## src/rtl/prog_loader.sv

```systemverilog
// Streams bytes into program RAM as little-endian words, then validates a trailing
// 8-bit additive checksum before releasing the downstream core from reset.
module prog_loader #(
  parameter int unsigned RAM_WIDTH       = 32,
  parameter int unsigned RAM_ADDR_BITS   = 9,
  parameter int unsigned PROG_START_ADDR = 0,
  parameter int unsigned PROG_END_ADDR   = 14
) (
  input  logic                     clk_i,
  input  logic                     reset_i,
  input  logic                     start_i,
  input  logic [7:0]               s_data_i,
  input  logic                     s_valid_i,
  output logic                     s_ready_o,
  output logic                     mem_we_o,
  output logic [RAM_ADDR_BITS-1:0] mem_addr_o,
  output logic [RAM_WIDTH-1:0]     mem_wdata_o,
  output logic                     core_reset_o,
  output logic                     busy_o,
  output logic                     done_o,
  output logic                     err_o
);

  localparam int unsigned NumBytes = RAM_WIDTH / 8;
  localparam int unsigned CntW     = (NumBytes > 1) ? $clog2(NumBytes) : 1;

  localparam logic [CntW-1:0]          LastByte  = CntW'(NumBytes - 1);
  localparam logic [RAM_ADDR_BITS-1:0] StartAddr = RAM_ADDR_BITS'(PROG_START_ADDR);
  localparam logic [RAM_ADDR_BITS-1:0] EndAddr   = RAM_ADDR_BITS'(PROG_END_ADDR);

  typedef enum logic [2:0] {
    StIdle,
    StRecv,
    StWrite,
    StCheck,
    StDone,
    StErr
  } state_e;

  state_e                   state_q;
  logic [RAM_ADDR_BITS-1:0] word_addr_q;
  logic [CntW-1:0]          byte_cnt_q;
  logic [7:0]               csum_q;
  logic [RAM_WIDTH-1:0]     word_q;

  logic                     s_ready_q;
  logic                     mem_we_q;
  logic [RAM_ADDR_BITS-1:0] mem_addr_q;
  logic [RAM_WIDTH-1:0]     mem_wdata_q;
  logic                     core_reset_q;
  logic                     busy_q;
  logic                     done_q;
  logic                     err_q;

  logic                     accept;
  logic [RAM_WIDTH-1:0]     word_asm;
  logic [7:0]               csum_sum;

  always_comb begin
    accept   = s_valid_i & s_ready_q;
    word_asm = word_q;
    word_asm[{byte_cnt_q, 3'b000} +: 8] = s_data_i;
    csum_sum = csum_q + s_data_i;
  end

  always_ff @(posedge clk_i or posedge reset_i) begin
    if (reset_i) begin
      state_q      <= StIdle;
      word_addr_q  <= '0;
      byte_cnt_q   <= '0;
      csum_q       <= '0;
      word_q       <= '0;
      s_ready_q    <= 1'b0;
      mem_we_q     <= 1'b0;
      mem_addr_q   <= '0;
      mem_wdata_q  <= '0;
      core_reset_q <= 1'b1;
      busy_q       <= 1'b0;
      done_q       <= 1'b0;
      err_q        <= 1'b0;
    end else begin
      unique case (state_q)
        StIdle, StDone, StErr: begin
          if (start_i) begin
            state_q      <= StRecv;
            word_addr_q  <= StartAddr;
            byte_cnt_q   <= '0;
            csum_q       <= '0;
            word_q       <= '0;
            s_ready_q    <= 1'b1;
            core_reset_q <= 1'b1;
            busy_q       <= 1'b1;
            done_q       <= 1'b0;
            err_q        <= 1'b0;
          end
        end

        StRecv: begin
          if (accept) begin
            word_q <= word_asm;
            csum_q <= csum_sum;
            if (byte_cnt_q == LastByte) begin
              // Issue the write straight from the assembled word for 1-cycle latency.
              state_q     <= StWrite;
              s_ready_q   <= 1'b0;
              mem_we_q    <= 1'b1;
              mem_addr_q  <= word_addr_q;
              mem_wdata_q <= word_asm;
            end else begin
              byte_cnt_q <= byte_cnt_q + 1'b1;
            end
          end
        end

        StWrite: begin
          mem_we_q  <= 1'b0;
          s_ready_q <= 1'b1;
          if (word_addr_q == EndAddr) begin
            state_q <= StCheck;
          end else begin
            state_q     <= StRecv;
            word_addr_q <= word_addr_q + 1'b1;
            byte_cnt_q  <= '0;
          end
        end

        StCheck: begin
          if (accept) begin
            s_ready_q <= 1'b0;
            busy_q    <= 1'b0;
            if (s_data_i == csum_q) begin
              state_q      <= StDone;
              done_q       <= 1'b1;
              core_reset_q <= 1'b0;
            end else begin
              state_q <= StErr;
              err_q   <= 1'b1;
            end
          end
        end

        default: begin
          state_q      <= StIdle;
          s_ready_q    <= 1'b0;
          mem_we_q     <= 1'b0;
          core_reset_q <= 1'b1;
          busy_q       <= 1'b0;
          done_q       <= 1'b0;
          err_q        <= 1'b0;
        end
      endcase
    end
  end

  assign s_ready_o    = s_ready_q;
  assign mem_we_o     = mem_we_q;
  assign mem_addr_o   = mem_addr_q;
  assign mem_wdata_o  = mem_wdata_q;
  assign core_reset_o = core_reset_q;
  assign busy_o       = busy_q;
  assign done_o       = done_q;
  assign err_o        = err_q;

endmodule

```

## config.mk

```make
export PLATFORM = sky130hd
export DESIGN_NAME = prog_loader
export DESIGN_NICKNAME = d
export VERILOG_FILES = /design/src/rtl/prog_loader.sv
export SDC_FILE = /design/constraint.sdc
export NUM_CORES = 1
export LEC_CHECK = 0
export ABC_AREA = 1
export ABC_CLOCK_PERIOD_IN_PS = 5900
export CELL_PAD_IN_SITES_DETAIL_PLACEMENT = 0
export CELL_PAD_IN_SITES_GLOBAL_PLACEMENT = 1
export CORE_ASPECT_RATIO = 0.75
export CORE_MARGIN = 1.5
export CORE_UTILIZATION = 45
export DETAILED_ROUTE_END_ITERATION = 10
export PLACE_DENSITY = 0.85
export SYNTH_ARGS = -nofsm -noshare
export SYNTH_HDL_FRONTEND = slang
export SYNTH_SLANG_ARGS = --single-unit
```

## constraint.sdc

```tcl
create_clock -name clk_i -period 5.9 [get_ports clk_i]
set_input_delay 1.18 -clock clk_i [delete_from_list [all_inputs] [get_ports clk_i]]
set_output_delay 1.18 -clock clk_i [all_outputs]
set_load 0.05 [all_outputs]
```

==> results of run 1 <==
## flip-flops by register name (all words and copies together), names as in the netlist, 2 cells and up
| name | count |
|---|---|
| byte_cnt_q | 2 |
| word_q | 32 |
| word_addr_q | 9 |
| csum_q | 8 |
| mem_addr_o | 9 |
| mem_wdata_o | 32 |
| state_q | 3 |
## stage by stage
stage          area [um^2]  hold slack [ns]  total power [mW]  instances
2_1_floorplan         5002           0.4459             1.500        632
3_3_place_gp          5662           0.4576             1.679        813
3_5_place_dp          5662           0.4660             1.693        813
4_1_cts               5974           0.4781             2.326        829
5_1_grt               5974           0.4924             2.473        829
6_report              5974           0.4691             2.311        829
## cells in the mapped netlist
| cell type | instances | area, um^2 |
|---|---|---|
| a21oi_1 | 3 | 15.01 |
| buf_1 | 1 | 3.750 |
| buf_2 | 10 | 50.05 |
| buf_4 | 2 | 15.01 |
| buf_6 | 3 | 33.78 |
| clkbuf_1 | 3 | 11.26 |
| clkinv_1 | 1 | 3.750 |
| dfrtp_1 | 100 | 2502 |
| dfstp_2 | 1 | 26.28 |
| fa_1 | 1 | 20.02 |
| ha_1 | 15 | 187.7 |
| inv_1 | 80 | 300.3 |
| inv_2 | 3 | 11.26 |
| nand2_1 | 229 | 859.6 |
| nand2_2 | 3 | 18.77 |
| nand3_1 | 35 | 175.2 |
| nand3_2 | 1 | 10.01 |
| nand3_4 | 1 | 17.52 |
| nand4_1 | 5 | 31.28 |
| nor2_1 | 27 | 101.4 |
| nor2_2 | 2 | 12.51 |
| nor2_4 | 1 | 11.26 |
| nor3_1 | 2 | 10.01 |
| nor3b_1 | 1 | 7.510 |
| o21ai_0 | 49 | 245.2 |
| o21ai_1 | 16 | 80.08 |
| o22ai_1 | 32 | 200.2 |
| or2_2 | 1 | 6.260 |
| xnor2_1 | 2 | 17.52 |
| xor2_1 | 2 | 17.52 |
## power groups by stage
stage	Clock (mW)	Combinational, mW	Sequential (mW)
after floorplan	0	0.564	0.936
after global placement	0	0.812	0.866
after detailed placement	0	0.827	0.866
after CTS	0.643	0.829	0.854
after global routing	0.671	0.935	0.867
final	0.629	0.828	0.854
## final cells by class
cell class                      instances  area share (%)
Timing Repair Buffer                   60           9.969
Tap cell                              140           2.932
Inverter                               84           5.319
Clock buffer                            9           3.770
Clock inverter                          7           1.466
Sequential cell                       101           42.32
Multi-Input combinational cell        428           34.22
## final timing paths
kind | from | to | cells after the start
min reg2reg | core_reset_o$_DFFE_PP1P_ | core_reset_o$_DFFE_PP1P_ | 2
min in group asynchronous | reset_i | word_addr_q[0]$_DFFE_PP0P_ | 2
max reg2reg | byte_cnt_q[0]$_DFFE_PP0P_ | mem_wdata_o[20]$_DFFE_PP0P_ | 8
max | core_reset_o$_DFFE_PP1P_ | core_reset_o | 1
min | core_reset_o$_DFFE_PP1P_ | core_reset_o$_DFFE_PP1P_ | 2
max in group asynchronous | reset_i | word_q[16]$_DFFE_PP0P_ | 3
## cells by family after synthesis
| family | Yosys count | synth area share, % |
|---|---|---|
| and+or+nand+nor | 308 | 25.21 |
| buffers and inverters | 103 | 8.579 |
| DFF | 101 | 50.55 |
| AOI/OAI and AO/OA | 100 | 10.81 |
| adders and majority gates | 16 | 4.152 |
| xor gates and xnor gates | 4 | 0.7005 |
## worst min-delay path, cell delays in order, from the launching register on
cell,delay [ns]
dfstp_2,0.37
nand2_1,0.05
nand2_1,0.05
## routing by layer
layer  GRT usage (%)  vias to the layer above  routed length (um)
met1           33.49                     2035                6471
met5               0                        -                   0
met4           5.460                        0                 117
met3           4.214                       11                 490
met2           31.09                       84                4875
li1                -                     2116                   -
==> out/results.tsv, run 1 <==
metric	value	unit
sequential share of the synthesized area	50.55	%
vias per cell	5.122	
Ant. Diodes	0	
CTS tree	built	
Remaining DRCs	0	
Iteration-0 DRC Markers	282	
count of cell types in the netlist	30	
register area	0.002529	mm^2
area grow syn2layout	19.43	%
Max Freq	0.3505	GHz
fin nets	712	
GRT overflow	0	
CP arrival	1.67	ns
final worst path period need	2.853	ns
footprint of the multi-input gates	0.002044	mm^2
Yosys warning total	0	
crit path max fanout	2	
Placer Congestion	0.8546	
post-synthesis cell count	632	
quantity of gates resized following cts	0	
delay-heaviest family, CP	buffers and inverters	
Leak	2.925	nW
global-route wire length before repair	20.23	mm
outcome	complete, no violations	
postcts setup bufs	0	
total number of vias	4246	
Worst Path Buf+Inv	1	
synthesized flop and latch total	101	
# rows	33	
Global Route Usage Sum	21.69	%
total CTS buffers	9	
Crit-path slowest cell	clkdlybuf4s50_1	
CTS max path bufs	2	
initial core utilization	46.07	%
Critical Path End Type	output pin	
CTS Hold Bufs	0	
Fill cells	1041	
Clock Power Share	27.2	%
Clock transition at path regs	0.08	ns
endpoints failing setup	0	
syn_area_per_cell	7.915	um^2
Clock Tree Root	clkbuf_16	
Crit Path Class	reg -> out	
Die X	124.7	um
Core Region	0.01086	mm^2
Int Power	1.367	mW
Routed WL per cell	14.42	um
post-route setup slack	3.047	ns
drt pass-1 iters	5	
pre-CTS setup slack	2.840	ns
dpl hpwl	8.408	mm
maximum vdd drop	0.0002038	V
Max H-tree Level	3	
commonest cells after routing, fill and taps aside	229 x nand2_1, 100 x dfrtp_1, 79 x inv_1, 58 x clkdlybuf4s50_1, 49 x o21ai_0	
die span in y	94.31	um
pins over their slew limit	0	
largest net degree at the start of global routing	81	
Mapped Area	0.005002	mm^2
die area	0.01176	mm^2
CP required	4.72	ns
PD cells	386.9	mW/mm^2
Core Util, Final	55.02	%
RSZ-0062 raised after global routing	no	
Worst-Margin Slew	0.9848	ns
Clock Skew	0.006463	ns
PortBufs	58	
startpoint types	flop	
Sw Ratio	40.86	%
Fin. Hold Viols	0	
Ports	59	
Net Count, Synth	660	
share of cells above drive strength 1	4.644	%
clk_lat worst skew	0.35	ns
part of the power in registers	36.9	%
setup TNS	0	ns
Critical Path, Cell by Cell	clkdlybuf4s50_1	
Max-Cap Viols	0	
R2R Setup Slk	3.39	ns
initial antenna violation count	0	
vias in the first global route	3950	
fin crit share	48.36	%
Comb power frac	35.8	%
Hold WC Path Type	reg -> reg	
max_slew headroom	34.34	%
Sink Count	101	
most common cell after layout, fill and taps aside	nand2_1	
Critical Path Max Stage Delay	0.79	ns
Antenna Nets Post-Route	0	
DRT Wirelength	11.95	mm
Net Sw Power	0.9444	mW
Power figures use the tool's default switching activity.
==> inputs of run 2 (changes only) <==
ABC_CLOCK_PERIOD_IN_PS = 2900   (was 5900)
CORE_UTILIZATION = 42   (was 45)
PLACE_DENSITY = 0.81   (was 0.85)
clock period = 2.9 ns   (was 5.9 ns; I/O delays follow)
==> out/results.tsv, run 2 (same netlist as run 1, synthesis figures left out) <==
metric	value	unit
outcome	complete, no violations	
Leak	2.950	nW
CTS max path bufs	2	
Max Freq	0.4435	GHz
Crit-path slowest cell	clkdlybuf4s50_1	
setup TNS	0	ns
Comb power frac	37.0	%
maximum vdd drop	0.0004445	V
Remaining DRCs	0	
Routed WL per cell	14.31	um
Sink Count	101	
Critical Path, Cell by Cell	clkdlybuf4s50_1	
Placer Congestion	0.9196	
Crit Path Class	reg -> out	
Hold WC Path Type	reg -> reg	
CP arrival	1.67	ns
share of cells above drive strength 1	5.331	%
global-route wire length before repair	20.52	mm
GRT overflow	0	
startpoint types	flop	
delay-heaviest family, CP	buffers and inverters	
R2R Setup Slk	0.87	ns
CP required	2.32	ns
postcts setup bufs	0	
fin crit share	77.75	%
max_slew headroom	61.89	%
RSZ-0062 raised after global routing	no	
Critical Path Max Stage Delay	0.80	ns
commonest cells after routing, fill and taps aside	229 x nand2_1, 100 x dfrtp_1, 79 x inv_1, 58 x clkdlybuf4s50_1, 49 x o21ai_0	
Fin. Hold Viols	0	
Global Route Usage Sum	20.80	%
clk_lat worst skew	0.34	ns
Clock transition at path regs	0.07	ns
Clock Power Share	26.8	%
cell count along the critical path	1	
Clock Skew	0.006247	ns
Critical Path End Type	output pin	
part of the power in registers	36.2	%
Max-Cap Viols	0	
initial antenna violation count	0	
CTS Hold Bufs	0	
die span in y	97.52	um
total CTS buffers	9	
Die X	129.0	um
area grow syn2layout	21.06	%
Max H-tree Level	3	
pre-CTS setup slack	0.5146	ns
CP endpoint	core_reset_o	
fin nets	717	
worst reg2reg path startpoint	byte_cnt_q[1]$_DFFE_PP0P_	
Core Util, Final	52.14	%
Ant. Diodes	0	
Worst Path Buf+Inv	1	
Antenna Nets Post-Route	0	
quantity of gates resized following cts	0	
Iteration-0 DRC Markers	359	
PortBufs	58	
most common cell after layout, fill and taps aside	nand2_1	
CTS tree	built	
vias per cell	4.994	
PD cells	784.0	mW/mm^2
vias in the first global route	4020	
Clock Tree Root	clkbuf_16	
Sw Ratio	40.52	%
crit path max fanout	2	
die area	0.01258	mm^2
DRT Wirelength	12.25	mm
largest net degree at the start of global routing	102	
Int Power	2.824	mW
endpoints failing setup	0	
# rows	34	
final worst path period need	2.255	ns
Ports	59	
Core Region	0.01161	mm^2
Worst-Margin Slew	0.5717	ns
Reg2Reg Depth	6	
Net Sw Power	1.924	mW
total number of vias	4275	
initial core utilization	43.07	%
dpl hpwl	8.759	mm
r2r endpoint	word_q[7]$_DFFE_PP0P_	
drt pass-1 iters	4	
pins over their slew limit	0	
post-route setup slack	0.6453	ns
Setup crit start	core_reset_o$_DFFE_PP1P_	
run 2: cell count changes in the layout (fill, tap and decap cells not counted), sizes merged:
cell      change
buf           +5
clkbuf        +1
inv           -3
clkinv        +1
clkinvlp      +1
run 2: how the worst min path moves through the flow:
stage	start	endpoint	slack, ns	cells after the start
global route	core_reset_o$_DFFE_PP1P_	core_reset_o$_DFFE_PP1P_	0.48	2
floorplan	csum_q[0]$_DFFE_PP0P_	csum_q[0]$_DFFE_PP0P_	0.45	2
detailed placement	core_reset_o$_DFFE_PP1P_	core_reset_o$_DFFE_PP1P_	0.46	2
CTS	core_reset_o$_DFFE_PP1P_	core_reset_o$_DFFE_PP1P_	0.47	2
global placement	core_reset_o$_DFFE_PP1P_	core_reset_o$_DFFE_PP1P_	0.46	2
finish	core_reset_o$_DFFE_PP1P_	core_reset_o$_DFFE_PP1P_	0.46	2
run 2: tightest hold or removal path, cell delays in order, from the launching register on:
cell     delay (ns)
dfstp_2        0.37
nand2_1        0.05
nand2_1        0.04
run 2: per-stage QoR:
step           hold WS (ns)  std cells  total power [mW]  instance area (um^2)
5_1_grt              0.4820        856             5.057                  6056
6_report             0.4642        856             4.748                  6056
3_3_place_gp         0.4561        840             3.467                  5741
4_1_cts              0.4699        856             4.774                  6056
2_1_floorplan        0.4459        632             3.052                  5006
3_5_place_dp         0.4582        840             3.490                  5741
run 2: power by group through the flow:
stage               Combinational [mW]  Clock (mW)  Sequential (mW)
floorplan                         1.15           0             1.90
global placement                  1.72           0             1.74
detailed placement                1.75           0             1.74
CTS                               1.75        1.30             1.72
global route                      1.96        1.36             1.74
finish                            1.76        1.27             1.72
run 2: cell type report:
type                       instances  area (um^2)
clock inverter                     6        76.32
timing repair buffer              65        645.6
inverter                          84        319.1
tap                              162        202.7
sequential                       101         2529
multi-input combinational        428         2044
clock buffer                      10        239.0
fill                            1112         5558
run 2: metal layers:
layer  GRT usage (%)  wire [um]  vias to the layer above
met1           33.42       6655                     2047
met2           28.71       4961                       91
li1                -          -                     2130
met5               0          0                        -
met3           3.800        548                        7
met4           4.494         81                        0
==> inputs of run 3 (changes only) <==
ABC_CLOCK_PERIOD_IN_PS = 1800   (was 2900)
CORE_UTILIZATION = 37   (was 42)
PLACE_DENSITY = 0.75   (was 0.81)
clock period = 1.8 ns   (was 2.9 ns; I/O delays follow)
==> out/results.tsv, run 3 (same netlist as run 1, synthesis figures left out) <==
metric	value	unit
total CTS buffers	9	
DRT Wirelength	12.89	mm
outcome	complete, no violations	
Core Region	0.01311	mm^2
DP Area	0.005962	mm^2
CP required	2.05	ns
Fill cells	1286	
Clock transition at path regs	0.07	ns
CTS max path bufs	2	
maximum vdd drop	0.0008503	V
total number of vias	4358	
# rows	36	
vias per cell	4.831	
endpoints failing setup	0	
final worst path period need	1.643	ns
startpoint types	primary input	
Critical Path, Cell by Cell	clkdlybuf4s50_1, ha_1, nor2_1, nand2_1, nor2_2, nand2_1, nand2_1, nand2_1, nand2_1, nand2_1	
Max-Cap Viols	0	
Sink Count	101	
Crit-path slowest cell	clkdlybuf4s50_1	
Worst-Margin Slew	0.4239	ns
Global Route Usage Sum	19.69	%
Die X	137.3	um
Critical Path Max Stage Delay	0.47	ns
Crit Path Class	in -> reg	
pins over their slew limit	0	
die span in y	103.7	um
CTS tree	built	
Reg2Reg Depth	8	
fin nets	754	
die area	0.01423	mm^2
CTS Hold Bufs	0	
worst reg2reg path startpoint	byte_cnt_q[0]$_DFFE_PP0P_	
RSZ-0062 raised after global routing	no	
Ant. Diodes	0	
area grow syn2layout	25.64	%
Ports	59	
max_slew headroom	71.71	%
Clock Tree Root	clkbuf_16	
CP dominant cell by count	nand2_1	
initial antenna violation count	0	
GRT overflow	0	
share of cells above drive strength 1	17.37	%
CP arrival	1.89	ns
Iteration-0 DRC Markers	339	
vias in the first global route	4138	
fin crit share	91.27	%
Fin. Hold Viols	0	
Setup crit start	s_data_i[5]	
crit path max fanout	3	
Hold WC Path Type	in -> async	
Leak	3.234	nW
r2r endpoint	mem_wdata_o[18]$_DFFE_PP0P_	
Placer Congestion	0.9074	
Power, Total	8.073	mW
PortBufs	58	
drt pass-1 iters	5	
largest net degree at the start of global routing	77	
Max H-tree Level	3	
Antenna Nets Post-Route	0	
initial core utilization	38.16	%
Critical Path End Type	flop	
Clock Skew	0.009309	ns
clk_lat worst skew	0.36	ns
Design Area, Final	0.006285	mm^2
commonest cells after routing, fill and taps aside	228 x nand2_1, 100 x dfrtp_1, 86 x buf_4, 79 x inv_1, 49 x o21ai_0	
Max Freq	0.6087	GHz
dpl hpwl	9.545	mm
R2R Setup Slk	0.18	ns
global-route wire length before repair	21.58	mm
PD cells	1285	mW/mm^2
most common cell after layout, fill and taps aside	nand2_1	
Routed WL per cell	14.29	um
Remaining DRCs	0	
## run 3: area by class of cell
| class | instances | area (um^2) | area share (%) |
|---|---|---|---|
| Clock buffer | 9 | 225.2 | 3.584 |
| Multi-Input combinational cell | 428 | 2062 | 32.81 |
| Tap cell | 171 | 214.0 | 3.404 |
| Inverter | 84 | 319.1 | 5.077 |
| Timing Repair Buffer | 102 | 855.8 | 13.62 |
| Sequential cell | 101 | 2529 | 40.23 |
| Clock inverter | 7 | 80.08 | 1.274 |
## run 3: worst max-delay path by stage
stage	endpoint	slack, ns	cells past startpoint
6_report	done_o$_DFFE_PP0P_	0.16	10
5_1_grt	mem_wdata_o[18]$_DFFE_PP0P_	0.01	8
4_1_cts	mem_wdata_o[8]$_DFFE_PP0P_	0.07	9
3_5_place_dp	done_o$_DFFE_PP0P_	-0.30	10
3_3_place_gp	done_o$_DFFE_PP0P_	-0.26	10
2_1_floorplan	mem_wdata_o[0]$_DFFE_PP0P_	0.21	7
## run 3: worst max-delay path, delay by kind of cell
| kind | cells | cell delay [ns] |
|---|---|---|
| buffers and inverters | 1 | 0.47 |
| adders and majority gates | 1 | 0.34 |
| and+or+nand+nor | 8 | 0.72 |
## run 3: what timing repair did
| action | CTS | global route |
|---|---|---|
| buffers inserted | 0 | 0 |
| setup endpoints to repair | 0 | 30 |
| gates resized for setup | 0 | 6 |
## run 3: report_power, final
group	switching [mW]	internal, mW	leakage [nW]
Combinational	2.07	1.19	1.69
Clock	0.924	1.10	0.148
Sequential	0.222	2.57	1.39
Total	3.21	4.86	3.23
## run 3: layer usage
layer	wire length, um	up-vias	GRT usage, %
met5	0	-	0
met4	142	0	4.962
met3	791	12	5.972
met2	5249	109	27.14
met1	6709	2036	29.79
li1	-	2201	-
## run 3: through the flow
step	std cells	utilization, %	setup WS (ns)	hold slack [ns]	setup TNS [ns]
after floorplan	632	-	0.2109	0.4459	0
after global placement	886	45.48	-0.2563	0.4638	-1.407
after detailed placement	886	45.48	-0.2986	0.4695	-1.761
after CTS	902	47.81	0.06585	0.4729	0
after global routing	902	47.95	0.01333	0.4932	0
final	902	47.95	0.1572	0.4624	0
